`src/rtl/time_bus_ctrl.sv`:
```
// Bus master for the shared 6-bit time databus. It scans hour/min/sec into an
// atomic display snapshot and writes validated user values through load strobes.
module time_bus_ctrl #(
    parameter int SETTLE  = 1,
    parameter int LD_HOLD = 2
) (
    input  logic       clk,
    input  logic       rst_n,
    input  logic       tick,
    input  logic [5:0] databus,
    input  logic       set_req,
    input  logic [1:0] set_sel,
    input  logic [5:0] set_val,
    output logic       hour_en,
    output logic       min_en,
    output logic       sec_en,
    output logic       hour_ld,
    output logic       min_ld,
    output logic       sec_ld,
    output logic [5:0] wr_data,
    output logic       set_ack,
    output logic       set_err,
    output logic [5:0] disp_hour,
    output logic [5:0] disp_min,
    output logic [5:0] disp_sec,
    output logic       snap_valid,
    output logic       busy,
    output logic [2:0] dbg_state
);

    typedef enum logic [2:0] {
        S_IDLE   = 3'd0,
        S_RD_H   = 3'd1,
        S_RD_M   = 3'd2,
        S_RD_S   = 3'd3,
        S_COMMIT = 3'd4,
        S_WR     = 3'd5,
        S_ACK    = 3'd6
    } state_t;

    localparam logic [7:0] SETTLE_LAST = 8'(SETTLE - 1);
    localparam logic [7:0] LD_LAST     = 8'(LD_HOLD - 1);

    state_t     r_state;
    state_t     w_next;
    logic [7:0] r_cnt;
    logic       r_tick_pend;
    logic       r_acked;
    logic [1:0] r_sel;
    logic       r_err;
    logic [5:0] r_wr_data;
    logic [5:0] r_sh_h;
    logic [5:0] r_sh_m;
    logic [5:0] r_disp_h;
    logic [5:0] r_disp_m;
    logic [5:0] r_disp_s;

    logic       w_last;
    logic       w_req_new;
    logic       w_req_bad;
    logic       w_go_scan;

    // Write handshake: set_req is a level held by the requester until set_ack
    // pulses for one cycle; a request only counts again after set_req drops.
    always_comb begin
        w_req_new = set_req && !r_acked;
        w_req_bad = (set_sel == 2'd3)
                 || ((set_sel == 2'd0) && (set_val > 6'd23))
                 || ((set_sel != 2'd0) && (set_val > 6'd59));
        w_go_scan = r_tick_pend || tick;
        case (r_state)
            S_RD_H, S_RD_M, S_RD_S: w_last = (r_cnt == SETTLE_LAST);
            S_WR:                   w_last = (r_cnt == LD_LAST);
            default:                w_last = 1'b0;
        endcase
    end

    always_comb begin
        w_next = r_state;
        case (r_state)
            S_IDLE: begin
                if (w_req_new) begin
                    w_next = w_req_bad ? S_ACK : S_WR;
                end else if (w_go_scan) begin
                    w_next = S_RD_H;
                end
            end
            S_RD_H:   if (w_last) w_next = S_RD_M;
            S_RD_M:   if (w_last) w_next = S_RD_S;
            S_RD_S:   if (w_last) w_next = S_COMMIT;
            S_COMMIT: w_next = S_IDLE;
            S_WR:     if (w_last) w_next = S_ACK;
            S_ACK:    w_next = S_IDLE;
            default:  w_next = S_IDLE;
        endcase
    end

    // Strobes decode straight from the state so reset drops them at once.
    always_comb begin
        hour_en    = (r_state == S_RD_H);
        min_en     = (r_state == S_RD_M);
        sec_en     = (r_state == S_RD_S);
        hour_ld    = (r_state == S_WR) && (r_sel == 2'd0);
        min_ld     = (r_state == S_WR) && (r_sel == 2'd1);
        sec_ld     = (r_state == S_WR) && (r_sel == 2'd2);
        set_ack    = (r_state == S_ACK);
        set_err    = (r_state == S_ACK) && r_err;
        snap_valid = (r_state == S_COMMIT);
        busy       = (r_state != S_IDLE);
        wr_data    = r_wr_data;
        disp_hour  = r_disp_h;
        disp_min   = r_disp_m;
        disp_sec   = r_disp_s;
        dbg_state  = r_state;
    end

    always_ff @(posedge clk or negedge rst_n) begin
        if (!rst_n) begin
            r_state <= S_IDLE;
        end else begin
            r_state <= w_next;
        end
    end

    always_ff @(posedge clk or negedge rst_n) begin
        if (!rst_n) begin
            r_cnt <= '0;
        end else if (w_next != r_state) begin
            r_cnt <= '0;
        end else if (r_state inside {S_RD_H, S_RD_M, S_RD_S, S_WR}) begin
            r_cnt <= r_cnt + 8'd1;
        end else begin
            r_cnt <= '0;
        end
    end

    always_ff @(posedge clk or negedge rst_n) begin
        if (!rst_n) begin
            r_tick_pend <= 1'b0;
            r_acked     <= 1'b0;
        end else begin
            if ((r_state == S_IDLE) && (w_next == S_RD_H)) begin
                r_tick_pend <= 1'b0;
            end else if (tick) begin
                r_tick_pend <= 1'b1;
            end
            if (!set_req) begin
                r_acked <= 1'b0;
            end else if (r_state == S_ACK) begin
                r_acked <= 1'b1;
            end
        end
    end

    // A rejected request never loads wr_data, so it stays zero through ACK.
    always_ff @(posedge clk or negedge rst_n) begin
        if (!rst_n) begin
            r_sel     <= 2'd0;
            r_err     <= 1'b0;
            r_wr_data <= '0;
        end else if ((r_state == S_IDLE) && w_req_new) begin
            r_sel <= set_sel;
            r_err <= w_req_bad;
            if (!w_req_bad) begin
                r_wr_data <= set_val;
            end
        end else if ((r_state == S_WR) && w_last) begin
            r_wr_data <= '0;
        end
    end

    // Seconds go straight from the bus into the display on the RD_S->COMMIT
    // edge, so the whole snapshot is visible during the snap_valid cycle.
    always_ff @(posedge clk or negedge rst_n) begin
        if (!rst_n) begin
            r_sh_h   <= '0;
            r_sh_m   <= '0;
            r_disp_h <= '0;
            r_disp_m <= '0;
            r_disp_s <= '0;
        end else if (w_last) begin
            case (r_state)
                S_RD_H: r_sh_h <= databus;
                S_RD_M: r_sh_m <= databus;
                S_RD_S: begin
                    r_disp_h <= r_sh_h;
                    r_disp_m <= r_sh_m;
                    r_disp_s <= databus;
                end
                default: ;
            endcase
        end
    end

endmodule

```
`config.mk`:
```
export PLATFORM = sky130hd
export DESIGN_NAME = time_bus_ctrl
export DESIGN_NICKNAME = d
export VERILOG_FILES = /design/src/rtl/time_bus_ctrl.sv
export SDC_FILE = /design/constraint.sdc
export NUM_CORES = 1
export LEC_CHECK = 0
export ABC_AREA = 1
export CAP_MARGIN = 20
export CORE_MARGIN = 2
export CORE_UTILIZATION = 35
export CTS_BUF_LIST = sky130_fd_sc_hd__clkbuf_16
export CTS_CLUSTER_DIAMETER = 60
export DETAILED_ROUTE_END_ITERATION = 10
export GPL_ROUTABILITY_DRIVEN = 0
export GPL_TIMING_DRIVEN = 1
export SETUP_SLACK_MARGIN = 0.5
export SLEW_MARGIN = 10
export SYNTH_ARGS = -nofsm -noshare
export SYNTH_HDL_FRONTEND = slang
export SYNTH_SLANG_ARGS = --single-unit
```
`constraint.sdc`:
```
create_clock -name clk -period 2 [get_ports clk]
set_input_delay 0.3 -clock clk [delete_from_list [all_inputs] [get_ports clk]]
set_output_delay 0.3 -clock clk [all_outputs]
set_load 0.01 [all_outputs]
```
After elaboration in Yosys (flattened, before gate mapping)
Index checks and enable logic that the tools add are counted.

Logic and storage cells: 75. Output and inout bits: 37. Flip-flop bits (word level): 52. Bits of input ports: 18.

Equal/unequal tests: 14. Reduce and logical (&&, ||, !) cells: 28. Magnitude comparators: 2. Multiplexer cells: 18. Add/subtract/negate cells: 1.

Operator list (number): $mux 3 (6); $mux 6 (3); $mux 8 (2); $pmux 3 s5 (1); $logic_and 1x1->1 (10); $eq 3x3->1 const B (3); $add 8x1->8 const B (1); $eq 8x1->1 const B (1); $logic_not 8->1 (1); $reduce_and 2->1 (4); $eq 3x1->1 const B (2); $eq 3x2->1 const B (2); $gt 6x5->1 const B (1); $gt 6x6->1 const B (1); $reduce_bool 2->1 (3); $eq 2x2->1 const B (2); $logic_not 2->1 (2); $mux 1 (4); $reduce_bool 4->1 (1); $logic_not 3->1 (1); $logic_or 1x1->1 (3); $ne 3x3->1 (1); $reduce_bool 3->1 (1); $reduce_or 3->1 (1); other kinds (6) (6).

Longest topological paths before layout
Gate-level depths: netlist of run 1.

Word-level depth: 10. Depth in mapped cells: 13. Mapped depth without buffers: 13.

Worst setup path after synthesis of run 1
Ideal clock, no wire load.

Path type: register to output. Start: register r_state[0] (netlist: dbg_state[0]). End: output hour_ld. Path buffers: 0. Cell stages (with the launch flop): 7. Required time: 1.700 ns. Path slack: 0.426 ns. Arrival: 1.274 ns. Path through: dfrtp_1 inv_2 nor2_1 inv_1 nor2_1 inv_1 nor3_1.

Cells in the longest elaborated chain, start to end: 2.

Ends and longest elaborated chain: start: declaration (RTL line 44) `state_t r_state;`; start signal: assignment (RTL line 121) `r_state <= w_next;`; $eq 3x3->1 (RTL line 103) `hour_ld = (r_state == S_WR) && (r_sel == 2'd0);`; $logic_and 1x1->1 (RTL line 103); end: declaration (RTL line 17) `output logic hour_ld,`.

Every way passes these cells.

Worst setup path after layout of run 1
Start: register r_state[0] (netlist: dbg_state[0]). End: output set_ack.

Cells in the longest elaborated chain, start to end: 1.

Ends and longest elaborated chain: $eq 3x3->1 (RTL line 106) `set_ack = (r_state == S_ACK);`; end: declaration (RTL line 21) `output logic set_ack,`.

Every way passes these cells.

==> results.cfg, run 1 <==
[yosys]
postSynthNetCount = 289
netlist_instances = 268
postSynthRegisterBits = 52
post_synth_main_area_contributors = sky130_fd_sc_hd__dfrtp_1 (55%), sky130_fd_sc_hd__nand2_1 (7.6%), sky130_fd_sc_hd__inv_1 (7.1%), sky130_fd_sc_hd__mux2i_1 (5.1%), sky130_fd_sc_hd__nor2_1 (4.3%)
ys_types = 26
syn-mean-instance-area_um2 = 8.866
synth.top_cell.area_share = 0.5477
synth-warning-count = 0
portion_of_the_post_synthesis_area_used_by_sequential_elements = 0.5477
synth_top_area_cell = sky130_fd_sc_hd__dfrtp_1
synth.cell_area_um2 = 2376

[die]
dieArea_um2 = 7464
core-area_um2 = 6681
die_width_um = 86.40
die_h_um = 86.40
cell_row_count = 30
io_pins = 55
floorplan.initialDensity = 0.3556

[placed_design]
dp.final_hpwl_um = 3824
io_buffer_count = 54

[hold_path]
worstHoldPathType = in -> reg
min-delay-start = set_sel[1]
min_to = r_sel[1]
worst_hold_path_depth = 3

[power_and_ir_drop]
clock_power_share = 0.156
powerDensity_nw_per_um2 = 1451
switching_share = 0.3973
switchingPower_uw = 2114
leak_uw = 0.002094
finalPower_uw = 5320
ir_worst_vdd_mv = 0.6666
p_int_uw = 3206
comb_power_share = 0.512
share_seq_of_total_power = 0.332

[critical_path]
ff2ff_path_depth = 13
regToRegEndpoint = disp_sec[2]
endpoint_arrival_time_on_the_critical_path_ps = 1390
timing.critical_path.to_type = primary output
startpoint_type = register
criticalPathCategory = reg -> out
crit_path_max_fanout = 6
cp.required_ps = 1700
worst_r2r_startpoint = r_cnt[1]
reg2reg_setup_slack_ps = 330

[drt]
drc = 0
firstDrtPassIters = 4
drt-wirelength-per-cell_um = 13.85
postRouteAntennaNets = 0
routed-via-count = 2049
viasPerCell = 4.667
postRouteWirelength_um = 6078
dr.first_iter.drc_count = 100

[clocking]
clock-sinks = 52
clk_latency_ps = 290
tritoncts = yes
htreeDepth = 2
clock-root-buffer = sky130_fd_sc_hd__clkbuf_16
tritoncts.num_buffers = 5
cts_buffer_depth = 2
clkTransAtPathRegs_ps = 70

[sta]
rsz0062_at_grt = yes
hold_violations = 0
fmax_mhz = 591.7
setup-violations-final = 0
clock-skew-final_ps = 3.843
final.setup.tns_ps = 0
timing_max_transition_violations_final = 0
period_minus_slack_ps = 1690
tightest_slew_ps = 446.6
final.period_utilization = 0.8451
slew_headroom = 0.7023

[cells_and_area]
drive_gt1_frac = 0.2981
area_growth_syn_to_layout_pct = 54.34
nNetsFinal = 379
n_antenna_cell = 0
layout.filler_cells = 587

[run]
drv.max_cap_violation_count = 0

[global_routing]
grt-ovfl-total = 0
global_route.usage.total = 0.1681
grt_max_degree = 36
grt_pass1_wl_um = 9811
grt_pass1_vias = 2027
grt_antenna_before_repair = 0

[run_status]
run_status = finished, final reports clean
[stage by stage]
stage | utilization | std cells | setup WS [ps] | area, um2 | hold WS, ps
CTS | 0.5139 | 431 | 316.9 | 3433 | 486.8
finish | 0.5489 | 439 | 309.8 | 3667 | 313.6
global route | 0.5489 | 439 | 227.9 | 3667 | 319.6
floorplan | - | 268 | 476.7 | 2407 | 4.409
global placement | 0.4586 | 404 | 183.8 | 3064 | 271.9
detailed placement | 0.4586 | 404 | 104.2 | 3064 | 280.4
[power by group through the flow]
| stage | sequential, uW | clock, uW | combinational, uW |
|---|---|---|---|
| after floorplan | 1840 | 0 | 1080 |
| after global placement | 1740 | 0 | 2130 |
| after detailed placement | 1750 | 0 | 2140 |
| after CTS | 1760 | 850 | 2450 |
| after global routing | 1820 | 904 | 2990 |
| final | 1770 | 828 | 2730 |
[synth_stat cells]
cell                       number
sky130_fd_sc_hd__nor3b_1        1
sky130_fd_sc_hd__nor2_2         4
sky130_fd_sc_hd__inv_1         45
sky130_fd_sc_hd__nand4_1        3
sky130_fd_sc_hd__nand2_4        2
sky130_fd_sc_hd__nor4_1         2
sky130_fd_sc_hd__buf_6          2
sky130_fd_sc_hd__buf_2          2
sky130_fd_sc_hd__ha_1           3
sky130_fd_sc_hd__o21ai_0       18
sky130_fd_sc_hd__nand3_2        1
sky130_fd_sc_hd__or2_2          1
sky130_fd_sc_hd__o211ai_1       2
sky130_fd_sc_hd__mux2i_1       12
sky130_fd_sc_hd__nor3_2         1
sky130_fd_sc_hd__inv_2          3
sky130_fd_sc_hd__clkinv_2       1
sky130_fd_sc_hd__a21oi_1       14
sky130_fd_sc_hd__o221ai_1       1
sky130_fd_sc_hd__nand2_2        3
sky130_fd_sc_hd__nand2_1       48
sky130_fd_sc_hd__nor3_1         8
sky130_fd_sc_hd__nand3b_1       1
sky130_fd_sc_hd__dfrtp_1       52
sky130_fd_sc_hd__nand3_1       11
sky130_fd_sc_hd__nor2_1        27
[flip-flops by register name (all words and copies together) (netlist names), 2 cells and up]
signal     flops
disp_min       6
dbg_state      3
disp_hour      6
r_sh_h         6
wr_data        6
disp_sec       6
r_sel          2
r_sh_m         6
r_cnt          8
[cells in the final DEF (no fill, tap or decap), types with 10 or more instances in the layout]
cell type,count
sky130_fd_sc_hd__buf_4,25
sky130_fd_sc_hd__clkdlybuf4s50_1,15
sky130_fd_sc_hd__dfrtp_1,48
sky130_fd_sc_hd__dlymetal6s2s_1,22
sky130_fd_sc_hd__inv_1,39
sky130_fd_sc_hd__mux2i_1,12
sky130_fd_sc_hd__nand2_1,43
sky130_fd_sc_hd__nand3_1,11
sky130_fd_sc_hd__nor2_1,15
sky130_fd_sc_hd__nor2_4,10
sky130_fd_sc_hd__o21ai_0,16
[how the worst max path moves through the flow]
stage             endpoint  slack, ps         start  cells after the start
2_1_floorplan  disp_sec[0]        480      r_cnt[0]                     12
6_report           set_ack        310  dbg_state[0]                      3
4_1_cts             sec_ld        320  dbg_state[0]                      7
5_1_grt        disp_sec[5]        230      r_cnt[1]                     13
3_5_place_dp        min_ld        100  dbg_state[2]                      5
3_3_place_gp       hour_ld        180  dbg_state[2]                      5
[area by class of cell]
cell class / count / area [um2] / area share
clock buffer: 5 / 125.1 / 0.03412
clock inverter: 3 / 15.01 / 0.004094
inverter: 49 / 196.4 / 0.05357
multi-input combinational: 165 / 1091 / 0.2975
sequential: 52 / 1306 / 0.3562
tap: 80 / 100.1 / 0.02729
timing repair buffer: 85 / 833.3 / 0.2272
[cells by family after synthesis]
kind of cell / Yosys count / synth area share
compound gates: 35 / 0.07741
fa+ha+maj: 3 / 0.01580
buf+inv: 53 / 0.09162
flops: 52 / 0.5477
mux: 12 / 0.05055
simple gates: 113 / 0.2170
[per-layer routing]
layer,global-route usage,share of wire,wire (um),vias to the layer above
met3,0.03524,0.035,211,5
met4,0.05114,0.011,67,0
met2,0.2790,0.51,3114,38
li1,-,-,-,1027
met5,0,0,0,-
met1,0.2214,0.44,2685,979
[worst max-delay path: stages, from the launching register on]
cell	delay, ps
sky130_fd_sc_hd__dfrtp_2	410
sky130_fd_sc_hd__buf_4	170
sky130_fd_sc_hd__nor3_2	250
sky130_fd_sc_hd__clkdlybuf4s15_2	270
[what timing repair did]
action | CTS | global route
gates cloned | 2 | 0
endpoints found under the hold margin | 17 | 0
pin swaps | 7 | 7
endpoints found under the setup margin | 57 | 73
buffers inserted | 16 | 8
gates resized for setup | 75 | 61
hold buffers | 1 | 0
No activity file was read; power rests on OpenSTA's default activity.
==> inputs of run 2 (changes only) <==
- clock period: 2 -> 1.7 ns (I/O delays scaled with it)
==> results.cfg, run 2 (synthesis results as in run 1) <==
[drt]
postRouteAntennaNets = 0
routed-via-count = 2184
dr.first_iter.drc_count = 65
postRouteWirelength_um = 6440
viasPerCell = 4.769
drt-wirelength-per-cell_um = 14.06
drc = 0
firstDrtPassIters = 6

[die]
io_pins = 55
dieArea_um2 = 7464
die_h_um = 86.40
core-area_um2 = 6681
die_width_um = 86.40
cell_row_count = 30
floorplan.initialDensity = 0.3556

[global_routing]
grt_antenna_before_repair = 0
global_route.usage.total = 0.1673
grt_pass1_vias = 2026
grt-ovfl-total = 0
grt_max_degree = 53
grt_pass1_wl_um = 9777

[cells_and_area]
drive_gt1_frac = 0.4048
nNetsFinal = 398
combined_area_of_the_multi_input_logic_cells_um2 = 1200
layout.filler_cells = 605
n_antenna_cell = 0
final_design_area_no_fill_um2 = 3890
area_growth_syn_to_layout_pct = 63.72
layout_commonest_cell = sky130_fd_sc_hd__dfrtp_1
largest_reg_flops = 8
sequential_cell_area_um2 = 1305
max_flop_register = r_cnt
most-common-layout-cells = sky130_fd_sc_hd__dfrtp_1 (49), sky130_fd_sc_hd__nand2_1 (40), sky130_fd_sc_hd__inv_1 (38)

[critical_path]
endpoint_arrival_time_on_the_critical_path_ps = 1880
regToRegEndpoint = disp_sec[2]
timing.critical_path.from = r_cnt[1]
crit_path_max_fanout = 6
crit_path_end = disp_sec[2]
criticalPathCategory = reg -> reg
startpoint_type = register
worst_r2r_startpoint = r_cnt[1]
cp.required_ps = 1890
timing.critical_path.to_type = register
ff2ff_path_depth = 11
reg2reg_setup_slack_ps = 10

[power_and_ir_drop]
share_seq_of_total_power = 0.301
switching_share = 0.4116
clock_power_share = 0.142
comb_power_share = 0.556
ir_worst_vdd_mv = 0.6812
p_int_uw = 4120
leak_uw = 0.002022
switchingPower_uw = 2882
powerDensity_nw_per_um2 = 1800

[placed_design]
io_buffer_count = 54
placed_cell_area_um2 = 3221
dp.final_hpwl_um = 3873

[sta]
final.period_utilization = 0.9936
rsz0062_at_grt = yes
setup-violations-final = 0
tightest_slew_ps = 276.0
period_minus_slack_ps = 1689
clock-skew-final_ps = 4.596
timing_max_transition_violations_final = 0
hold_violations = 0
holdWs_ps = 484.4
slew_headroom = 0.8160
fmax_mhz = 592.1

[run_status]
run_status = finished, final reports clean

[clocking]
cts_buffer_depth = 2
clock-sinks = 52
clock-root-buffer = sky130_fd_sc_hd__clkbuf_16
tritoncts = yes
clkTransAtPathRegs_ps = 70
tritoncts.num_buffers = 5
htreeDepth = 2
clk_latency_ps = 290

[hold_path]
worst_hold_path_depth = 2
worstHoldPathType = reg -> reg

[run]
drv.max_cap_violation_count = 0
[run 2: cell types whose count changed in the layout (fill, tap and decap cells not counted), sizes merged]
cell / delta
buf: +23
dlymetal6s2s: -22
clkdlybuf4s15: +12
clkbuf: +11
dlygate4sd2: -6
clkdlybuf4s50: +1
[run 2: area by class of cell]
cell class	instances	area share
Sequential cell	52	0.3355
Inverter	49	0.05307
Clock inverter	3	0.005146
Timing Repair Buffer	104	0.2399
Tap cell	80	0.02573
Clock buffer	5	0.03216
Multi-Input combinational cell	165	0.3085
[run 2: per-layer routing]
layer,wire length (um),share of wire,global-route usage
met5,0,0,0
met1,2852,0.44,0.2287
met2,3259,0.51,0.2741
met3,222,0.034,0.03143
met4,106,0.016,0.04545
[run 2: metrics by stage]
step                      TNS (ps)  setup slack [ps]  utilization  total power (uW)  std cells
after floorplan                  0             199.9            -              3565        268
after global placement      -34.31            -29.58       0.4820              4849        417
after detailed placement    -171.4            -66.40       0.4820              4892        417
after CTS                        0             88.01       0.5468              6409        444
after global routing        -605.1            -93.42       0.5822              7440        458
final                            0             10.96       0.5822              7001        458
[run 2: power groups by stage]
stage               logic (uW)  registers (uW)  clock network [uW]
global placement          2770            2080                   0
detailed placement        2800            2090                   0
floorplan                 1370            2200                   0
global route              4200            2170                1070
CTS                       3310            2080                1020
finish                    3890            2110                 997
[run 2: what timing repair did]
action / CTS / global route
gates resized for setup: 143 / 62
endpoints found under the hold margin: 52 / 0
cloned: 2 / 0
hold buffers: 1 / 0
endpoints found under the setup margin: 88 / 70
pin swaps: 9 / 20
setup buffers: 16 / 14
[run 2: worst min path at each step]
stage | startpoint | end | slack [ps]
2_1_floorplan | rst_n | dbg_state[0] | -40
3_3_place_gp | rst_n | disp_hour[3] | 270
3_5_place_dp | rst_n | disp_hour[4] | 270
4_1_cts | disp_sec[2] | disp_sec[2] | 480
5_1_grt | r_sh_m[4] | r_sh_m[4] | 500
6_report | r_sh_h[5] | disp_hour[5] | 480
[run 2: worst max-delay path, cell delays in order (launching register included)]
cell and delay (ps):
sky130_fd_sc_hd__dfrtp_1 400, sky130_fd_sc_hd__inv_2 90, sky130_fd_sc_hd__ha_4 140, sky130_fd_sc_hd__inv_2 40, sky130_fd_sc_hd__nor2_2 80, sky130_fd_sc_hd__nand2_1 70, sky130_fd_sc_hd__nand2_2 80, sky130_fd_sc_hd__nand2_4 100
sky130_fd_sc_hd__nor2_4 240, sky130_fd_sc_hd__nand2_4 130, sky130_fd_sc_hd__a21oi_2 160, sky130_fd_sc_hd__inv_1 50
==> inputs of run 3 (changes only) <==
- SLEW_MARGIN: 10 -> 20
- TNS_END_PERCENT: default -> 30
==> results.cfg, run 3 (synthesis results as in run 1) <==
[run_status]
run_status = finished, final reports clean

[die]
floorplan.initialDensity = 0.3556
die_h_um = 86.40
core-area_um2 = 6681
dieArea_um2 = 7464
cell_row_count = 30
die_width_um = 86.40
io_pins = 55

[cells_and_area]
area_growth_syn_to_layout_pct = 60.87
fin_util = 0.5721
final_cell_count_no_fill = 451
layout.filler_cells = 586
most-common-layout-cells = sky130_fd_sc_hd__dfrtp_1 (49), sky130_fd_sc_hd__clkdlybuf4s50_1 (40), sky130_fd_sc_hd__inv_1 (39)
largest_reg_flops = 8
nNetsFinal = 391
n_antenna_cell = 0
drive_gt1_frac = 0.3504
max_flop_register = r_cnt
layout_commonest_cell = sky130_fd_sc_hd__dfrtp_1

[sta]
tightest_slew_ps = 557.1
fmax_mhz = 601.6
rsz0062_at_grt = yes
final.period_utilization = 0.9779
hold_violations = 0
final.setup.tns_ps = 0
setup-violations-final = 0
timing_max_transition_violations_final = 0
period_minus_slack_ps = 1662
clock-skew-final_ps = 7.560
slew_headroom = 0.6286

[power_and_ir_drop]
switching_share = 0.4037
p_int_uw = 4172
switchingPower_uw = 2824
powerDensity_nw_per_um2 = 1830
comb_power_share = 0.557
share_seq_of_total_power = 0.303
ir_worst_vdd_mv = 0.7464
leak_uw = 0.001936
clock_power_share = 0.140

[critical_path]
crit_path_top_delay_cell = sky130_fd_sc_hd__dfrtp_1
reg2reg_setup_slack_ps = 40
regToRegEndpoint = r_cnt[0]
timing.critical_path.max_delay_family = buffers and inverters
endpoint_arrival_time_on_the_critical_path_ps = 1840
startpoint_type = register
crit_path_max_fanout = 3
cp.buffers_inverters = 9
timing.critical_path.from = r_cnt[0]
worst_r2r_startpoint = r_cnt[0]
ff2ff_path_depth = 11
cp.required_ps = 1880
critPathMostFrequentCell = sky130_fd_sc_hd__buf_4
timing.critical_path.slowest_cell_delay_ps = 410
timing.critical_path.cells = inv_2 -> buf_4 -> buf_4 -> buf_4 -> buf_4 -> buf_4 -> buf_4 -> buf_4 -> buf_4 -> nand2_2 -> nor2_1
criticalPathCategory = reg -> reg
timing.critical_path.to_type = register

[clocking]
tritoncts.num_buffers = 5
tritoncts = yes
clock-sinks = 52
clkTransAtPathRegs_ps = 70
htreeDepth = 2
clk_latency_ps = 290
clock-root-buffer = sky130_fd_sc_hd__clkbuf_16
cts_buffer_depth = 2

[drt]
viasPerCell = 4.745
postRouteWirelength_um = 6325
firstDrtPassIters = 5
routed-via-count = 2140
dr.first_iter.drc_count = 72
drt-wirelength-per-cell_um = 14.02
drc = 0
postRouteAntennaNets = 0

[global_routing]
grt-ovfl-total = 0
grt_max_degree = 23
grt_antenna_before_repair = 0
grt_pass1_vias = 2105
grt_pass1_wl_um = 10140
global_route.usage.total = 0.1743

[hold_path]
worstHoldPathType = reg -> reg
min_to = r_sh_h[3]
min-delay-start = r_sh_h[3]
worst_hold_path_depth = 2

[placed_design]
dp.final_hpwl_um = 4048
cell_count_after_placement = 419
io_buffer_count = 54

[run]
drv.max_cap_violation_count = 0
[run 3: metal layers]
metal  track usage  vias up  share of wire
li1              -     1052              -
met1        0.2341     1044           0.46
met2        0.2923       39           0.50
met3       0.03048        5          0.030
met4       0.04688        0          0.013
met5             0        -              0
[run 3: timing repair]
action,CTS,global route
endpoints found under the hold margin,20,0
endpoints found under the setup margin,88,88
pin swaps,13,21
gates cloned,2,1
buffers inserted,18,2
resized for setup,83,46
hold buffers,1,0
[run 3: power groups by stage]
stage                     Sequential [uW]  Combinational (uW)  Clock (uW)
after detailed placement             2090                2830           0
final                                2120                3900         979
after CTS                            2080                3420         995
after global placement               2070                2790           0
after global routing                 2190                4240        1050
after floorplan                      2190                1350           0
[run 3: tightest hold or removal path, stage by stage, from the launching register on]
cell                      delay [ps]
sky130_fd_sc_hd__dfrtp_1         340
sky130_fd_sc_hd__nand2_1          50
sky130_fd_sc_hd__o21ai_0          50
[run 3: worst max-delay path by stage]
stage | to | cells after the start
floorplan | disp_hour[0] | 12
global placement | hour_ld | 6
detailed placement | hour_ld | 6
CTS | dbg_state[2] | 2
global route | disp_sec[1] | 11
finish | r_cnt[0] | 11
[run 3: final cells by class]
| cell class | instances | area, um2 | share of cell area |
|---|---|---|---|
| clock buffer | 5 | 125.1 | 0.03273 |
| clock inverter | 3 | 16.27 | 0.004255 |
| inverter | 49 | 211.5 | 0.05532 |
| multi-input combinational | 166 | 1179 | 0.3083 |
| sequential | 52 | 1305 | 0.3414 |
| tap | 80 | 100.1 | 0.02619 |
| timing repair buffer | 96 | 885.9 | 0.2318 |
[run 3: stage by stage]
step / hold slack [ps] / setup WS, ps / total power, uW / area (um2)
6_report: 480.3 / 37.65 / 6996 / 3822
5_1_grt: 510.7 / -46.90 / 7473 / 3822
4_1_cts: 483.1 / 73.07 / 6492 / 3657
3_5_place_dp: 278.8 / -81.12 / 4919 / 3232
3_3_place_gp: 284.5 / -41.93 / 4862 / 3232
2_1_floorplan: -40.59 / 199.9 / 3543 / 2462
